==> src/rtl/ain_cmd_arbiter.sv <==
// ain_cmd_arbiter
//   Round-robin arbiter that shares the 2-bit gesture channel (ain) of the
//   yout Moore decoder among NREQ command sources.
//
//   Each granted command goes through these states:
//     IDLE  -> DRIVE : the code is held on ain for CODE_CYCLES cycles.
//     DRIVE -> FLUSH : ain is 00 for IDLE_CYCLES cycles, so the decoder
//                      commits the action and returns to hold.
//     FLUSH -> ACK   : a 1-cycle ack goes to the granted requester.
//   A granted code of 00 is invalid. It goes straight from IDLE to ACK with
//   err set, and ain is never driven.
//
// Ports
//   clk       in   rising-edge system clock
//   reset     in   asynchronous, active-high reset
//   req       in   [NREQ]      request per requester, held until its ack
//   cmd       in   [2*NREQ]    cmd[2i+1:2i] = code of requester i
//   ain       out  [2]         registered drive to the decoder ain input
//   ack       out  [NREQ]      1-cycle completion pulse, one-hot
//   err       out  1           pulses with ack when the granted code was 00
//   busy      out  1           high in every state except IDLE
//   grant_id  out  [clog2 NREQ] current or last granted requester
module ain_cmd_arbiter #(
  parameter int NREQ        = 4,
  parameter int CODE_CYCLES = 1,
  parameter int IDLE_CYCLES = 2
) (
  input  logic                      clk,
  input  logic                      reset,
  input  logic [NREQ-1:0]           req,
  input  logic [2*NREQ-1:0]         cmd,
  output logic [1:0]                ain,
  output logic [NREQ-1:0]           ack,
  output logic                      err,
  output logic                      busy,
  output logic [$clog2(NREQ)-1:0]   grant_id
);

  localparam int GW   = $clog2(NREQ);
  localparam int MAXC = (CODE_CYCLES > IDLE_CYCLES) ? CODE_CYCLES : IDLE_CYCLES;
  localparam int CW   = $clog2(MAXC + 1);

  localparam logic [1:0] ST_IDLE  = 2'd0;
  localparam logic [1:0] ST_DRIVE = 2'd1;
  localparam logic [1:0] ST_FLUSH = 2'd2;
  localparam logic [1:0] ST_ACK   = 2'd3;

  localparam logic [NREQ-1:0] ONE_HOT0 = NREQ'(1);

  logic [1:0]    state_reg;
  logic [CW-1:0] cnt_reg;
  logic [1:0]    code_reg;
  logic [GW-1:0] ptr_reg;

  // Split the flat command bus into one 2-bit code per requester.
  logic [1:0] cmd_arr [NREQ];
  generate
    for (genvar gi = 0; gi < NREQ; gi++) begin : g_cmd
      assign cmd_arr[gi] = cmd[2*gi +: 2];
    end
  endgenerate

  // Round-robin pick. The lowest set request at or above the pointer wins.
  // If there is none, the lowest set request below the pointer wins, which
  // wraps the search around modulo NREQ.
  logic          hi_valid, lo_valid, pick_valid;
  logic [GW-1:0] hi_idx, lo_idx, pick_idx;
  logic [1:0]    pick_code;

  always_comb begin
    hi_valid = 1'b0;
    lo_valid = 1'b0;
    hi_idx   = '0;
    lo_idx   = '0;
    for (int i = NREQ - 1; i >= 0; i--) begin
      if (req[i]) begin
        if (GW'(i) >= ptr_reg) begin
          hi_valid = 1'b1;
          hi_idx   = GW'(i);
        end else begin
          lo_valid = 1'b1;
          lo_idx   = GW'(i);
        end
      end
    end
    pick_valid = hi_valid | lo_valid;
    pick_idx   = hi_valid ? hi_idx : lo_idx;
    pick_code  = cmd_arr[pick_idx];
  end

  always_ff @(posedge clk or posedge reset) begin
    if (reset) begin
      state_reg <= ST_IDLE;
      cnt_reg   <= '0;
      code_reg  <= 2'b00;
      ptr_reg   <= '0;
      ain       <= 2'b00;
      ack       <= '0;
      err       <= 1'b0;
      busy      <= 1'b0;
      grant_id  <= '0;
    end else begin
      // ack and err are single-cycle pulses unless a branch below sets them.
      ack <= '0;
      err <= 1'b0;
      case (state_reg)
        ST_IDLE: begin
          ain <= 2'b00;
          if (pick_valid) begin
            grant_id <= pick_idx;
            code_reg <= pick_code;
            busy     <= 1'b1;
            if (pick_code != 2'b00) begin
              state_reg <= ST_DRIVE;
              ain       <= pick_code;
              cnt_reg   <= CW'(CODE_CYCLES - 1);
            end else begin
              // Invalid code: ain is never driven. Finish at once with err.
              state_reg <= ST_ACK;
              ack       <= ONE_HOT0 << pick_idx;
              err       <= 1'b1;
            end
          end
        end
        ST_DRIVE: begin
          if (cnt_reg == '0) begin
            state_reg <= ST_FLUSH;
            ain       <= 2'b00;
            cnt_reg   <= CW'(IDLE_CYCLES - 1);
          end else begin
            cnt_reg <= cnt_reg - 1'b1;
          end
        end
        ST_FLUSH: begin
          if (cnt_reg == '0) begin
            state_reg <= ST_ACK;
            ack       <= ONE_HOT0 << grant_id;
          end else begin
            cnt_reg <= cnt_reg - 1'b1;
          end
        end
        default: begin
          // ACK: advance the pointer past the requester just served.
          state_reg <= ST_IDLE;
          busy      <= 1'b0;
          ain       <= 2'b00;
          ptr_reg   <= (grant_id == GW'(NREQ - 1)) ? '0 : grant_id + 1'b1;
        end
      endcase
    end
  end

endmodule

==> config.mk <==
export PLATFORM = sky130hd
export DESIGN_NAME = ain_cmd_arbiter
export DESIGN_NICKNAME = d
export VERILOG_FILES = /design/src/rtl/ain_cmd_arbiter.sv
export SDC_FILE = /design/constraint.sdc
export NUM_CORES = 1
export LEC_CHECK = 0
export ABC_AREA = 1
export BUFFER_PORTS_ARGS = -buffer_cell sky130_fd_sc_hd__buf_2
export CORE_MARGIN = 2
export CORE_UTILIZATION = 45
export CTS_BUF_LIST = sky130_fd_sc_hd__clkbuf_16
export CTS_CLUSTER_DIAMETER = 40
export DETAILED_ROUTE_END_ITERATION = 16
export PLACE_DENSITY = 0.76
export SYNTH_ARGS = -nofsm -noshare
export SYNTH_HDL_FRONTEND = slang
export SYNTH_SLANG_ARGS = --single-unit
==> constraint.sdc <==
create_clock -name clk -period 2.9 [get_ports clk]
set_input_delay 0.29 -clock clk [delete_from_list [all_inputs] [get_ports clk]]
set_output_delay 0.29 -clock clk [all_outputs]
set_load 0.01 [all_outputs]
**After elaboration in Yosys (flattened, before gate mapping)**

Index checks and enable logic that the tools add are counted.

- Bits in registers: 16
- Input bits: 14

- Add/subtract/negate cells: 2
- $lt $le $gt $ge: 5
- Equality and inequality tests: 8
- Shift-type cells: 2
- Muxes and demuxes: 60
- Bitwise logic cells: 4
- Reduce and logical (&&, ||, !) cells: 11

Operators by type and width:

| kind | count |
|---|---|
| $mux 2 | 31 |
| $mux 1 | 20 |
| $pmux 2 s3 | 3 |
| $mux 4 | 3 |
| $ne 2x2->1 const B | 5 |
| $pmux 4 s2 | 1 |
| $shl 1x2->4 const A | 2 |
| $reduce_and 2->1 | 3 |
| $bmux 2 s2 | 1 |
| $eq 2x2->1 const B | 2 |
| $ge 1x2->1 const A | 2 |
| $ge 2x2->1 const A | 2 |
| $logic_not 2->1 | 2 |
| $reduce_and 4->1 | 1 |
| $ge 3x3->1 const B | 1 |
| $not 2->3 | 1 |
| $reduce_and 3->1 | 1 |
| $reduce_bool 3->1 | 1 |
| $reduce_or 3->1 | 1 |
| $add 2x1->2 const B | 1 |
| $eq 2x1->1 const B | 1 |
| $not 1->1 | 2 |
| $pmux 1 s2 | 1 |
| $reduce_bool 2->1 | 1 |
| other kinds (3) | 3 |

**Depth between registers and ports, before layout**

- Depth after elaboration: 18
- Gate-level depth with buffers: 13
- Gate-level depth less buffers: 13

**Worst setup path before layout**

OpenSTA, ideal clock, no wires.

- Kind: register to register
- Start: register ptr_reg[1]
- End: register cnt_reg[0]
- Library setup time: 0.117 ns
- Data arrival time: 1.460 ns
- Required time: 2.783 ns
- Slack: 1.323 ns
- Cell stages (with the launch flop): 13
- Path through: dfrtp_1 nor2_1 nor2_1 a21oi_4 nand2_4 nand2_1 nand2_1 nand2_1 nand2_2 nand3_2 nand2_1 nand2_1 nand2_1

- Cells in the longest elaborated chain, start to end: 17

Ends and longest elaborated chain:

| element | RTL line | RTL |
|---|---|---|
| start, declared | 53 | `logic [GW-1:0] ptr_reg;` |
| start signal, assigned | 147 | `ptr_reg <= (grant_id == GW'(NREQ - 1)) ? '0 : grant_id + 1'b1;` |
| $ge 2x2->1 | 77 | `if (GW'(i) >= ptr_reg) begin` |
| $mux 2 or $mux 1 (tied branches) | 77 |  |
| $mux 2 or $mux 1 (tied branches) | 76 | `if (req[i]) begin` |
| $mux 2 or $mux 1 (tied branches) | 77 |  |
| $mux 2 or $mux 1 (tied branches) | 76 |  |
| $mux 2 or $mux 1 (tied branches) | 77 |  |
| $mux 2 or $mux 1 (tied branches) | 76 |  |
| $mux 2 or $mux 1 (tied branches) | 77 |  |
| $mux 2 or $mux 1 (tied branches) | 76 |  |
| $mux 2 | 87 | `pick_idx = hi_valid ? hi_idx : lo_idx;` |
| $not 2->3 (not written as such) | 88 | `pick_code = cmd_arr[pick_idx];` |
| $bmux 2 s2 | 88 |  |
| $mux 2 (not written as such) (2 in a row) | 88 |  |
| $reduce_bool 2->1 | 113 | `if (pick_code != 2'b00) begin` |
| $ne 2x2->1 (no source line) | n/a |  |
| $reduce_and 4->1 (no source line) * | n/a |  |
| end signal, assigned | 116 | `cnt_reg <= CW'(CODE_CYCLES - 1);` |
| end signal, assigned | 129 | `cnt_reg <= CW'(IDLE_CYCLES - 1);` |
| end signal, assigned | 131 | `cnt_reg <= cnt_reg - 1'b1;` |
| end, declared | 51 | `logic [CW-1:0] cnt_reg;` |

Mark *: on every way between the ends. The rest lies on a longest branch, timed or not. The select of a mux whose other input is x is not followed.
A chain may end at the register's enable or synchronous reset.

**Final worst setup path**

- Start: register ptr_reg[1]
- End: register cnt_reg[1]

The elaborated chain is that of the path after synthesis.

==> results by group <==
CTS
  – Clk sink count: 16
  – Clock buffer count from CTS: 3
  – Max clock buf depth: 2
  – CTS Hold Bufs: 0
  – Later-pin clock latency in the skew report: 250 ps
  – Root Buffer: clkbuf_16
  – Cts repair resizes: 0
  – H-tree depth: 1
  – Clock transition at path regs: 50 ps
  – Post-CTS Repair Setup Buffers: 0
  – CTS tree: yes

Routing
  – Routed WL: 2270 um
  – Top Metal Used: met4
  – DR WL met3: 107 um
  – Average vias per placed instance: 4.77
  – DRC: 0
  – M1 WL: 980 um
  – Total vias in the final route: 988
  – Initial DRC Count: 17
  – Met2 WL post-DR: 1130 um
  – Post-DRT Antenna Nets: 0
  – Drt first pass iters: 4
  – DR WL/cell: 10.9 um

Placed design
  – DP HPWL: 1810 um
  – Cell Area, Placed: 1280 um^2
  – Gpl congestion: 0.866
  – Setup slack at placement: 1120 ps
  – Number of buffers added on ports: 23

Critical path
  – Data required, critical path: 3040 ps
  – Max incr delay on CP: 430 ps
  – WP buf/inv: 0
  – CP max stage cell: dfrtp_1
  – CP Class: flip-flop to flip-flop
  – Crit start category: flip-flop
  – Crit path DAT: 1960 ps
  – Worst-path fanout max: 7
  – Worst R2R Setup Slack: 1080 ps
  – Largest delay contributor family on the critical path: simple AND/OR/NAND/NOR gates
  – CP Capture Type: flip-flop
  – Most frequent CP cell: nand2_1
  – Crit path cell chain: nor2_1 -> nor2_1 -> a21oi_4 -> nand2_4 -> nand2_1 -> nand2_1 -> nand2_1 -> nand2_2 -> nand3_2 -> nand2_1 -> nand2_1 -> nand2_1

Synthesis
  – Synth async-reset ratio: 1.00
  – Syn Std Cell Area: 1130 um^2
  – Syn_nets: 174
  – Syn Inst Count: 150
  – Syn. warnings: 0
  – Yosys reg bits: 16
  – Distinct cells, synth: 23
  – Synth cell count leaders: nand2_1, inv_1, dfrtp_1
  – Top cells by area, synth: dfrtp_1, nand2_1, ha_1, inv_1, a21oi_4
  – Sequential-to-total area share from yosys stat: 0.354
  – Post-synth EDFFs: 0
  – Count leader, synth: nand2_1
  – Syn Area/Cell: 7.54 um^2
  – Share of the synthesized area in the top cell type: 0.354
  – Ys flop type: dfrtp_1
  – Cell taking the most area after synthesis: dfrtp_1

Timing
  – Clk_skew: 2.15 ps
  – Slew Limit Headroom: 0.609
  – Worst Hold Slack: 99.0 ps
  – Final Setup Violations: 0
  – Fmax: 0.549 GHz
  – Sum of negative setup slack: 0 ps
  – Part of the cycle the worst path needs: 0.628
  – Worst-Margin Slew: 585 ps
  – RSZ-0062 raised after global routing: false
  – Final Max Slew Viols: 0
  – Tmin final: 1820 ps
  – Hold Violations, Final: 0
  – Final setup margin: 1080 ps

Pwr
  – Comb power frac: 0.534
  – Clock Power Share: 0.194
  – LEAKAGE: 0.780 nW
  – Reg power frac: 0.272
  – Switching Power: 0.637 mW
  – Net switching fraction of the power: 0.456
  – P_int: 0.759 mW
  – Power Density: 1020 nW/um^2
  – Peak supply drop: 617 uV

Layout
  – Layout Nets: 202
  – Share of cells above drive strength 1: 0.237
  – Reg with most FFs: ack
  – Max FFs per register: 4
  – Area growth syn-to-layout: 20.5%
  – Antenna cells: 0
  – Utilization after layout: 0.560
  – Post-Layout Inst Area: 1360 um^2

Floorplanning
  – Initial Util: 0.465
  – Num ports: 24
  – DIE AREA: 2930 um^2
  – Die Wd: 54.1 um
  – Core Area: 2430 um^2
  – Chip height: 54.1 um
  – Row cnt: 18

Global route
  – Global route overflow: 0
  – Global Route Usage Sum: 0.187
  – Initial antenna violation count: 0
  – Largest net degree at the start of global routing: 17
  – Vias in the first global route: 960
  – First-pass GRT wire length: 3860 um

Job
  – Max cap viols: 0

Worst hold path
  – Hold WC Path Type: input pin to async pin

Run status
  – Status: finished, final reports clean
[power by group through the flow]
stage	registers [mW]	logic [mW]	clock network [mW]
2_1_floorplan	0.392	0.550	0
3_3_place_gp	0.377	0.717	0
3_5_place_dp	0.381	0.741	0
4_1_cts	0.380	0.750	0.276
5_1_grt	0.392	0.864	0.293
6_report	0.380	0.745	0.271
[routing by layer]
metal,up-vias,global-route usage
li1,515,-
met1,445,0.218
met2,22,0.323
met3,6,0.0444
met4,0,0.0792
met5,-,0
[stage by stage]
step                      power (mW)  cells
after floorplan                0.942    150
after global routing            1.55    207
after CTS                       1.41    207
final                           1.40    207
after global placement          1.09    203
after detailed placement        1.12    203
[cell families after synthesis]
kind of cell | count (synthesis) | synth area share
AND/OR/NAND/NOR | 77 | 0.323
buffers and inverters | 30 | 0.0996
AO/OA/AOI/OAI | 17 | 0.113
flip-flops | 16 | 0.354
adder cells (fa/ha/maj) | 10 | 0.111
[path summary, 6_finish.rpt]
kind / from / end / cells past startpoint
max: ptr_reg[1] / cnt_reg[1] / 12
min: reset / cnt_reg[0] / 2
max reg2reg: ptr_reg[1] / cnt_reg[1] / 12
min reg2reg: busy / busy / 2
max in group asynchronous: reset / err / 2
min in group clk: busy / busy / 2
[layout make-up]
cell class | instances | area [um^2]
clock inverter | 1 | 3.75
inverter | 30 | 113
fill | 240 | 1070
tap | 30 | 37.5
sequential | 16 | 400
multi-input combinational | 104 | 618
timing repair buffer | 23 | 115
clock buffer | 3 | 75.1
[cells in the final DEF (no fill, tap or decap), drive strengths merged, types with 2 or more instances in the layout]
cell,count
buf,23
clkinv,2
nand3,7
inv,29
o22ai,3
nor2,12
o21ai,6
clkbuf,3
nand2,54
a21oi,6
ha,10
dfrtp,16
nand3b,3
(Power assumes the default switching activity.)
